--- src/rtl/fuzzy_pwm_sequencer_if.sv ---
// Sequencer <-> ADC/inference-core signal bundle.
// master: the sequencer side (drives start and latched samples).
// slave:  the ADC/core side (drives samples, valid, done and pulse width).
interface fuzzy_pwm_sequencer_if;
  logic [7:0]  v1;
  logic [7:0]  v2;
  logic        adc_valid;
  logic        core_done;
  logic [11:0] core_pw;
  logic        core_start;
  logic [7:0]  core_v1;
  logic [7:0]  core_v2;

  modport master (
    input  v1, v2, adc_valid, core_done, core_pw,
    output core_start, core_v1, core_v2
  );

  modport slave (
    output v1, v2, adc_valid, core_done, core_pw,
    input  core_start, core_v1, core_v2
  );
endinterface

--- src/rtl/fuzzy_pwm_sequencer.sv ---
// Sample-rate sequencer and 12-bit PWM output stage for the fuzzy PWM core.
// A free-running sample timer kicks an IDLE->ARM->START->WAIT->APPLY
// sequence; the returned pulse width becomes pw_target, which the PWM
// generator adopts only at its period boundary.
// Build option: define SLEW_LIMIT_EN to limit each per-sample change of
// pw_target to SLEW_MAX; otherwise the core result is applied directly.
module fuzzy_pwm_sequencer #(
  parameter int SAMPLE_DIV = 1000,
  parameter int TIMEOUT    = 64,
  parameter int SLEW_MAX   = 256
) (
  input  logic                         clk,
  input  logic                         rst,
  fuzzy_pwm_sequencer_if.master        bus,
  input  logic                         fault_clr,
  output logic [11:0]                  pw,
  output logic                         pwm_out,
  output logic                         busy,
  output logic                         fault,
  output logic                         overrun
);

  localparam int TW = $clog2(SAMPLE_DIV);
  localparam int WW = $clog2(TIMEOUT + 1);
  localparam logic [11:0] CNT_LAST = 12'd4094;

  // Reject parameter values the counters and slew arithmetic cannot honour.
  generate
    if (SAMPLE_DIV < 16 || TIMEOUT < 2 || SLEW_MAX < 1 || SLEW_MAX > 4095) begin : g_param_check
      $error("fuzzy_pwm_sequencer: parameter out of range");
    end
  endgenerate

  typedef enum logic [2:0] {S_IDLE, S_ARM, S_START, S_WAIT, S_APPLY} state_t;

  state_t          state_q, state_d;
  logic [TW-1:0]   timer_q, timer_d;
  logic [WW-1:0]   wait_q, wait_d;
  logic [7:0]      v1_q, v1_d, v2_q, v2_d;
  logic            core_start_q, core_start_d;
  logic [11:0]     cap_pw_q, cap_pw_d;
  logic [11:0]     pw_target_q, pw_target_d;
  logic [11:0]     pw_q, pw_d;
  logic [11:0]     cnt_q, cnt_d;
  logic            pwm_out_q, pwm_out_d;
  logic            fault_q, fault_d;
  logic            overrun_q, overrun_d;
  logic            tick;
  logic            timeout;
  logic [11:0]     applied_pw;

  // Sample tick on the last timer count; timeout on the last allowed WAIT cycle.
  always_comb begin
    tick    = (timer_q == TW'(SAMPLE_DIV - 1));
    timeout = (state_q == S_WAIT) && (wait_q == WW'(TIMEOUT - 1));
  end

`ifdef SLEW_LIMIT_EN
  localparam logic signed [12:0] SLEW_S = 13'(SLEW_MAX);
  logic signed [12:0] slew_diff;

  // Move pw_target toward the captured core result by at most SLEW_MAX.
  always_comb begin
    slew_diff = $signed({1'b0, cap_pw_q}) - $signed({1'b0, pw_target_q});
    if (slew_diff > SLEW_S) begin
      applied_pw = pw_target_q + 12'(SLEW_MAX);
    end else if (slew_diff < -SLEW_S) begin
      applied_pw = pw_target_q - 12'(SLEW_MAX);
    end else begin
      applied_pw = cap_pw_q;
    end
  end
`else
  // Without slew limiting the captured core result is applied as-is.
  always_comb begin
    applied_pw = cap_pw_q;
  end
`endif

  // State register.
  always_ff @(posedge clk or posedge rst) begin
    if (rst) begin
      state_q <= S_IDLE;
    end else begin
      state_q <= state_d;
    end
  end

  // Next-state logic; in WAIT a done in the timeout cycle takes priority.
  always_comb begin
    state_d = state_q;
    case (state_q)
      S_IDLE:  if (tick) state_d = S_ARM;
      S_ARM:   if (bus.adc_valid) state_d = S_START;
      S_START: state_d = S_WAIT;
      S_WAIT: begin
        if (bus.core_done) begin
          state_d = S_APPLY;
        end else if (timeout) begin
          state_d = S_IDLE;
        end
      end
      S_APPLY: state_d = S_IDLE;
      default: state_d = S_IDLE;
    endcase
  end

  // Datapath next values: timer, wait counter, latches, flags and PWM.
  always_comb begin
    timer_d      = tick ? '0 : timer_q + TW'(1);
    core_start_d = (state_d == S_START);

    wait_d = wait_q;
    if (state_q == S_START) begin
      wait_d = '0;
    end else if (state_q == S_WAIT) begin
      wait_d = wait_q + WW'(1);
    end

    v1_d = v1_q;
    v2_d = v2_q;
    if (state_q == S_ARM && bus.adc_valid) begin
      v1_d = bus.v1;
      v2_d = bus.v2;
    end

    cap_pw_d = cap_pw_q;
    if (state_q == S_WAIT && bus.core_done) begin
      cap_pw_d = bus.core_pw;
    end

    pw_target_d = pw_target_q;
    if (state_q == S_APPLY) begin
      pw_target_d = applied_pw;
    end

    // Sticky flags: clear first so a same-cycle set wins.
    fault_d = fault_q;
    if (fault_clr) fault_d = 1'b0;
    if (timeout && !bus.core_done) fault_d = 1'b1;

    overrun_d = overrun_q;
    if (fault_clr) overrun_d = 1'b0;
    if (tick && state_q != S_IDLE) overrun_d = 1'b1;

    // PWM period is 4095 cycles; duty is reloaded on the last count so the
    // new value governs the whole next period starting at cnt = 0.
    cnt_d     = (cnt_q == CNT_LAST) ? 12'd0 : cnt_q + 12'd1;
    pw_d      = (cnt_q == CNT_LAST) ? pw_target_q : pw_q;
    pwm_out_d = (cnt_d < pw_d);
  end

  // Datapath registers.
  always_ff @(posedge clk or posedge rst) begin
    if (rst) begin
      timer_q      <= '0;
      wait_q       <= '0;
      v1_q         <= 8'd0;
      v2_q         <= 8'd0;
      core_start_q <= 1'b0;
      cap_pw_q     <= 12'd0;
      pw_target_q  <= 12'd0;
      pw_q         <= 12'd0;
      cnt_q        <= 12'd0;
      pwm_out_q    <= 1'b0;
      fault_q      <= 1'b0;
      overrun_q    <= 1'b0;
    end else begin
      timer_q      <= timer_d;
      wait_q       <= wait_d;
      v1_q         <= v1_d;
      v2_q         <= v2_d;
      core_start_q <= core_start_d;
      cap_pw_q     <= cap_pw_d;
      pw_target_q  <= pw_target_d;
      pw_q         <= pw_d;
      cnt_q        <= cnt_d;
      pwm_out_q    <= pwm_out_d;
      fault_q      <= fault_d;
      overrun_q    <= overrun_d;
    end
  end

  // Output drive: busy is decoded from state, everything else is a flop.
  always_comb begin
    busy           = (state_q != S_IDLE);
    bus.core_start = core_start_q;
    bus.core_v1    = v1_q;
    bus.core_v2    = v2_q;
    pw             = pw_q;
    pwm_out        = pwm_out_q;
    fault          = fault_q;
    overrun        = overrun_q;
  end

endmodule

--- src/flat_wrapper.sv ---
// flat-port wrapper written by rule: the top's interface ports become plain ports
module fuzzy_pwm_sequencer_flat 
#(
  parameter int SAMPLE_DIV = 1000,
  parameter int TIMEOUT    = 64,
  parameter int SLEW_MAX   = 256
)
  (clk, rst, fault_clr, pw, pwm_out, busy, fault, overrun, bus_v1, bus_v2, bus_adc_valid, bus_core_done, bus_core_pw, bus_core_start, bus_core_v1, bus_core_v2);
  fuzzy_pwm_sequencer_if bus_i ();
  input  logic clk;
  input  logic rst;
  input  logic fault_clr;
  output logic [11:0] pw;
  output logic pwm_out;
  output logic busy;
  output logic fault;
  output logic overrun;
  input wire logic [$bits(bus_i.v1)-1:0] bus_v1;
  input wire logic [$bits(bus_i.v2)-1:0] bus_v2;
  input wire logic [$bits(bus_i.adc_valid)-1:0] bus_adc_valid;
  input wire logic [$bits(bus_i.core_done)-1:0] bus_core_done;
  input wire logic [$bits(bus_i.core_pw)-1:0] bus_core_pw;
  output wire logic [$bits(bus_i.core_start)-1:0] bus_core_start;
  output wire logic [$bits(bus_i.core_v1)-1:0] bus_core_v1;
  output wire logic [$bits(bus_i.core_v2)-1:0] bus_core_v2;
  assign bus_i.v1 = bus_v1;
  assign bus_i.v2 = bus_v2;
  assign bus_i.adc_valid = bus_adc_valid;
  assign bus_i.core_done = bus_core_done;
  assign bus_i.core_pw = bus_core_pw;
  assign bus_core_start = bus_i.core_start;
  assign bus_core_v1 = bus_i.core_v1;
  assign bus_core_v2 = bus_i.core_v2;
  fuzzy_pwm_sequencer #(.SAMPLE_DIV(SAMPLE_DIV), .TIMEOUT(TIMEOUT), .SLEW_MAX(SLEW_MAX)) u_core (.clk(clk), .rst(rst), .bus(bus_i), .fault_clr(fault_clr), .pw(pw), .pwm_out(pwm_out), .busy(busy), .fault(fault), .overrun(overrun));
endmodule
--- config.mk ---
export PLATFORM = sky130hd
export DESIGN_NAME = fuzzy_pwm_sequencer_flat
export DESIGN_NICKNAME = d
export VERILOG_FILES = /design/src/rtl/fuzzy_pwm_sequencer_if.sv /design/src/rtl/fuzzy_pwm_sequencer.sv /design/src/flat_wrapper.sv
export SDC_FILE = /design/constraint.sdc
export NUM_CORES = 1
export LEC_CHECK = 0
export CORE_AREA = 2 2 94 96
export CTS_CLUSTER_DIAMETER = 200
export DETAILED_ROUTE_END_ITERATION = 8
export DIE_AREA = 0 0 96 98
export GPL_TIMING_DRIVEN = 0
export PLACE_DENSITY = 0.78
export RECOVER_POWER = 100
export REMOVE_ABC_BUFFERS = 1
export SLEW_MARGIN = 10
export SYNTH_ARGS = -nofsm -noshare
export SYNTH_HDL_FRONTEND = slang
export SYNTH_SLANG_ARGS = --single-unit
--- constraint.sdc ---
create_clock -name clk -period 3.2 [get_ports clk]
set_input_delay 0.8 -clock clk [delete_from_list [all_inputs] [get_ports clk]]
set_output_delay 0.8 -clock clk [all_outputs]
set_load 0.03 [all_outputs]
# Word level (Yosys, flattened, before mapping)
# Index checks and enable logic that the tools add are counted.
[word_totals] mem_count=0 latch_bits=0 ff_bits=88 in_bits=33 mem_bits_rw=0 out_inout_bits=33 romBits=0
[classes] div=0 order_cmp=1 mul=0 eq_ne=8 reduce_logical=11 n_mux=13 add_sub_neg=3 shift=0 bitwise_logic=0
[ops] op="two-way mux 12 bit" n=2
[ops] op="two-way mux 7 bit" n=2
[ops] op="adder 12 x 1 -> 12 bit, second input constant" n=1
[ops] op="== test 12 bit, second input constant" n=1
[ops] op="less-than comparator 12 bit" n=1
[ops] op="two-way mux 3 bit" n=4
[ops] op="one-hot mux 3 bit (4 select lines)" n=1
[ops] op="adder 10 x 1 -> 10 bit, second input constant" n=1
[ops] op="== test 10 bit, second input constant" n=1
[ops] op="two-way mux 10 bit" n=1
[ops] op="== test 3 x 2 -> 1 bit, second input constant" n=3
[ops] op="adder 7 x 1 -> 7 bit, second input constant" n=1
[ops] op="== test 7 x 6 -> 1 bit, second input constant" n=1
[ops] op="nonzero test 2 bit" n=3
[ops] op="logical AND 1 bit" n=5
[ops] op="== test 3 x 1 -> 1 bit, second input constant" n=1
[ops] op="== test 3 bit, second input constant" n=1
[ops] op="logical NOT 3 bit" n=1
[ops] op="two-way mux 1 bit" n=3
[ops] op="nonzero test 3 bit" n=1
[ops] op="logical NOT 1 bit" n=1

# Depth between registers and ports, before layout
[logic_depth] word_depth=6 mapped_depth=13 depth_no_buf=11

# Worst setup path before layout
# No wires, ideal clock.
[synth_path] kind="reg2reg" startpoint="reg u_core.cnt_q[0]" endpoint="reg u_core.pwm_out_q (netlist: u_core.pwm_out)" synth_period_minus_slack_ns=2.516 stages_incl_launch_ff=14 setup_time_ns=0.130 arrival_ns=2.386 required_time_ns=3.070 path_slack_ns=0.684 cell_sequence="dfrtp_1 inv_1 ha_1 and3_1 and4_4 buf_6 buf_12 buf_4 nor2_1 ha_1 nand4_1 a211o_1 a211oi_1 a211oi_1"
[synth_via] elab_chain_len=3 elab_cells_between_ends=5 cone_classes="1 x add/sub; 1 x order compare; 1 x eq/ne; 2 x mux"
[synth_lines] item="from (decl)" line_no="fuzzy_pwm_sequencer.sv:44" source="logic [11:0] cnt_q, cnt_d;"
[synth_lines] item="from (signal assigned)" line_no="fuzzy_pwm_sequencer.sv:177" source="cnt_q <= cnt_d;"
[synth_lines] item="adder 12 x 1 -> 12 bit or == test 12 bit (tied branches)" line_no="fuzzy_pwm_sequencer.sv:148" source="cnt_d = (cnt_q == CNT_LAST) ? 12'd0 : cnt_q + 12'd1;"
[synth_lines] item="two-way mux 12 bit (*)" line_no="fuzzy_pwm_sequencer.sv:148"
[synth_lines] item="named net u_core.cnt_d[9]" line_no="fuzzy_pwm_sequencer.sv:44"
[synth_lines] item="less-than comparator 12 bit (*)" line_no="fuzzy_pwm_sequencer.sv:150" source="pwm_out_d = (cnt_d < pw_d);"
[synth_lines] item="named net u_core.pwm_out_d" line_no="fuzzy_pwm_sequencer.sv:45" source="logic pwm_out_q, pwm_out_d;"
[synth_lines] item="to (signal assigned)" line_no="fuzzy_pwm_sequencer.sv:178" source="pwm_out_q <= pwm_out_d;"
[synth_lines] item="to (decl)" line_no="fuzzy_pwm_sequencer.sv:45"
# The timed path passes the listed nets; every way through them passes the cells marked *.
# A chain may end at the register's enable or synchronous reset.

# Worst setup path after layout
[layout_path] startpoint="reg u_core.cnt_q[0]" endpoint="reg u_core.pwm_out_q (netlist: u_core.pwm_out)"
[layout_via] elab_chain_len=3 elab_cells_between_ends=5 cone_classes="1 x add/sub; 1 x order compare; 1 x eq/ne; 2 x mux"
[layout_lines] item="adder 12 x 1 -> 12 bit or == test 12 bit (tied branches)" line_no="fuzzy_pwm_sequencer.sv:148, fuzzy_pwm_sequencer.sv:149"
[layout_lines] item="two-way mux 12 bit, on equally long branches" line_no="fuzzy_pwm_sequencer.sv:148, fuzzy_pwm_sequencer.sv:149"
[layout_lines] item="less-than comparator 12 bit (*)" line_no="fuzzy_pwm_sequencer.sv:150"
[layout_lines] item="named net u_core.pwm_out_d" line_no="fuzzy_pwm_sequencer.sv:45"
# Marked as above.

==> results.yml <==
run_status:
  status: "finished, final reports clean"
yosys:
  synth_top_area_share_pct: 55.8
  yosysSeqAreaShare_pct: 55.8
  yosys.area.top_type: "dfrtp_1"
  synth.ff_latch_count: 88
  ys_types: 44
  synth_area_um2: 3950
  syn_inst: 322
  ys_top_cells_by_area: "dfrtp_1 56%, mux2_2 11%, ha_1 4.8%, mux2i_2 2.8%, nand3_1 2.2%"
  syn_avg_cell_area_um2: 12.3
  synth_warnings: 0
final_layout:
  final_cells: 501
  drive_gt1_share_pct: 16.8
  diodes: 0
  syn_to_final_growth_pct: 21.6
  nets: 436
worst_setup_path:
  crit_fanout: 22
  critPathBufInv: 1
  cp-end-kind: "flip-flop"
  crit_family: "compound AO/OA/AOI/OAI gates"
  cp_slowest_stage_delay_ps: 460
  cp.arrival_ps: 2990
  worstSetupStartpointType: "flip-flop"
  critPathRequiredTime_ps: 3420
  worstSetupPathType: "reg -> reg"
  worstPathCellList: "inv_1 -> ha_1 -> and3_1 -> and4_4 -> mux2i_1 -> ha_1 -> o21ai_0 -> a211o_1 -> a211oi_1 -> a211oi_1"
  cpMaxStageDelayCell: "and4_4"
routing:
  vias_per_cell: 5.30
  drc: 0
  first_pass_iters: 7
  vias: 2657
  drt_wl_total_um: 7400
  ant_nets: 0
  drt-wirelength-per-cell_um: 14.8
  drtIter0Drc: 184
grt:
  grt_max_degree: 57
  antenna_found_initial: 0
  grt_pass1_vias: 2818
  grt_pass1_wl_um: 12700
  gr-usage-all-layers_pct: 17.1
  gr-total-overflow: 0
sta:
  final-setup-viol-count: 0
  tightest_slew_ps: 1410
  finalHoldViolCount: 0
  min_period_over_period_pct: 86.5
  drv_slew: 0
  holdWs_ps: 490
  fmax_mhz: 361
  relSlewSlack_pct: 5.56
  finalCriticalPeriod_ps: 2770
  rsz0062_at_grt: "false"
  totalNegativeSetupSlack_ps: 0
  finClkSkew_ps: 9.91
floorplanning:
  start_util_pct: 46.6
  fp.dieW_um: 96
  coreArea_um2: 8470
  die_h_um: 98
  rows: 34
  die_area_um2: 9410
  pin_count: 66
clock_tree:
  clkSinkCount: 88
  clk_pin_slew_ps: 90
  post_cts_buffers: 0
  numCtsBuffers: 9
  cts_resized: 0
  clk_path_buf_depth: 2
  postCtsHoldBufs: 0
  cts_tree: "built"
  clock_latency_ps: 340
  root_buffer: "clkbuf_8"
  htreeDepth: 3
flow_run:
  max_cap_viol_count: 0
placed_design:
  dpl.hpwl_um: 5410
  dpl.cell_count: 485
  place_congestion: 0.819
  io_buffers: 65
pwr:
  p_per_area_nw_per_um2: 398
  ir_worst_vdd_mv: 0.393
  p_leak_uw: 0.00240
worst_hold_path:
  hold_class: "reg -> reg"
[report_power, final]
part | switching, µW | internal (µW) | leakage, µW
logic | 26.4 | 34.2 | 0.00112
clock network | 379 | 360 | 0.0000856
registers | 0 | 1110 | 0.00120
total | 405 | 1510 | 0.00240
[cells in the mapped netlist (all sizes together)]
library cell,number
ha,15
a22o,4
xnor2,5
mux2i,11
o31ai,1
and3,4
clkbuf,2
dfrtp,88
xor2,8
a211o,1
nand2,21
or3b,1
nor3b,1
and2b,2
and4,2
buf,10
o211ai,2
nor2,17
o41ai,1
o21ai,14
inv,19
mux2,40
o2111ai,1
a31oi,1
a21oi,5
nand4,5
or3,2
nor2b,1
nor3,5
or4,1
nand2b,1
a21o,5
o21a,2
nor4,1
and2,2
a211oi,4
nand3,17
[final timing paths]
| path | cells past startpoint | start | end | slack [ps] |
|---|---|---|---|---|
| hold reg to reg | 1 | u_core.timer_q[0] | u_core.timer_q[0] | 490 |
| min in group asynchronous | 2 | rst | u_core.timer_q[3] | 1220 |
| setup reg to reg | 10 | u_core.cnt_q[0] | u_core.pwm_out | 430 |
| setup / recovery | 10 | u_core.cnt_q[0] | u_core.pwm_out | 430 |
| hold / removal | 1 | u_core.timer_q[0] | u_core.timer_q[0] | 490 |
| max in group asynchronous | 3 | rst | u_core.pw[10] | 560 |
[flip-flops by register name, indices dropped and copies added (netlist names)]
register and count:
u_core.applied_pw 12, u_core.bus.core_start 1, u_core.bus.core_v1 8, u_core.bus.core_v2 8
u_core.cnt_q 12, u_core.fault 1, u_core.overrun 1, u_core.pw 12
u_core.pw_target_q 12, u_core.pwm_out 1, u_core.state_q 3, u_core.timer_q 10
u_core.wait_q 7
[per-layer routing]
metal	wire [µm]	global-route usage, %	vias up
met5	0	0	-
met4	112	6.48	0
met3	537	5.63	9
met2	3530	27.5	63
met1	3220	21.5	1327
li1	-	-	1258
[cells in the final DEF, fill, tap and decap left out, drive strengths merged, types with 5 or more instances in the layout]
cell | synthesis | routed
dlygate4sd3 | 0 | 36
dfrtp | 88 | 88
xnor2 | 5 | 5
xor2 | 8 | 8
nor2 | 17 | 17
nand3 | 17 | 17
inv | 19 | 18
a21oi | 5 | 5
nor3 | 5 | 5
mux2i | 11 | 11
clkbuf | 2 | 13
nand4 | 5 | 5
o21ai | 14 | 14
a21o | 5 | 5
ha | 15 | 15
mux2 | 40 | 40
clkdlybuf4s50 | 0 | 29
nand2 | 21 | 21
[cell families after synthesis]
logic type      count (synthesis)  share of synthesized area, %
flops                          88                          55.8
simple gates                   83                          10.8
compound gates                 41                          6.78
buf+inv                        31                          4.09
fa+ha+maj                      15                          4.75
mux                            51                          15.0
xor+xnor                       13                          2.88
[through the flow]
step	instance area, µm²	utilization [%]	setup WS (ps)	total power, µW
6_report	4800	56.7	433	1910
5_1_grt	4800	56.7	182	1980
4_1_cts	4880	57.6	445	1940
3_5_place_dp	4690	55.4	474	1200
3_3_place_gp	4640	54.9	-1210	1190
2_1_floorplan	3860	-	121	1150
[area by class of cell]
| class | count | area [µm²] |
|---|---|---|
| sequential | 88 | 2200 |
| clock buffer | 11 | 131 |
| tap | 108 | 135 |
| inverter | 19 | 72.6 |
| timing repair buffer | 67 | 662 |
| clock inverter | 5 | 57.6 |
| fill | 687 | 3660 |
| multi-input combinational | 203 | 1540 |
[worst reg2reg max path: cells and delay by family, from the launching register on]
family / cells / cell delay, ps
buffers and inverters: 1 / 80
adder cells (fa/ha/maj): 2 / 360
AO/OA/AOI/OAI: 4 / 780
flip-flops: 1 / 440
multiplexers: 1 / 330
AND/OR/NAND/NOR: 2 / 670
(Power assumes the default switching activity.)
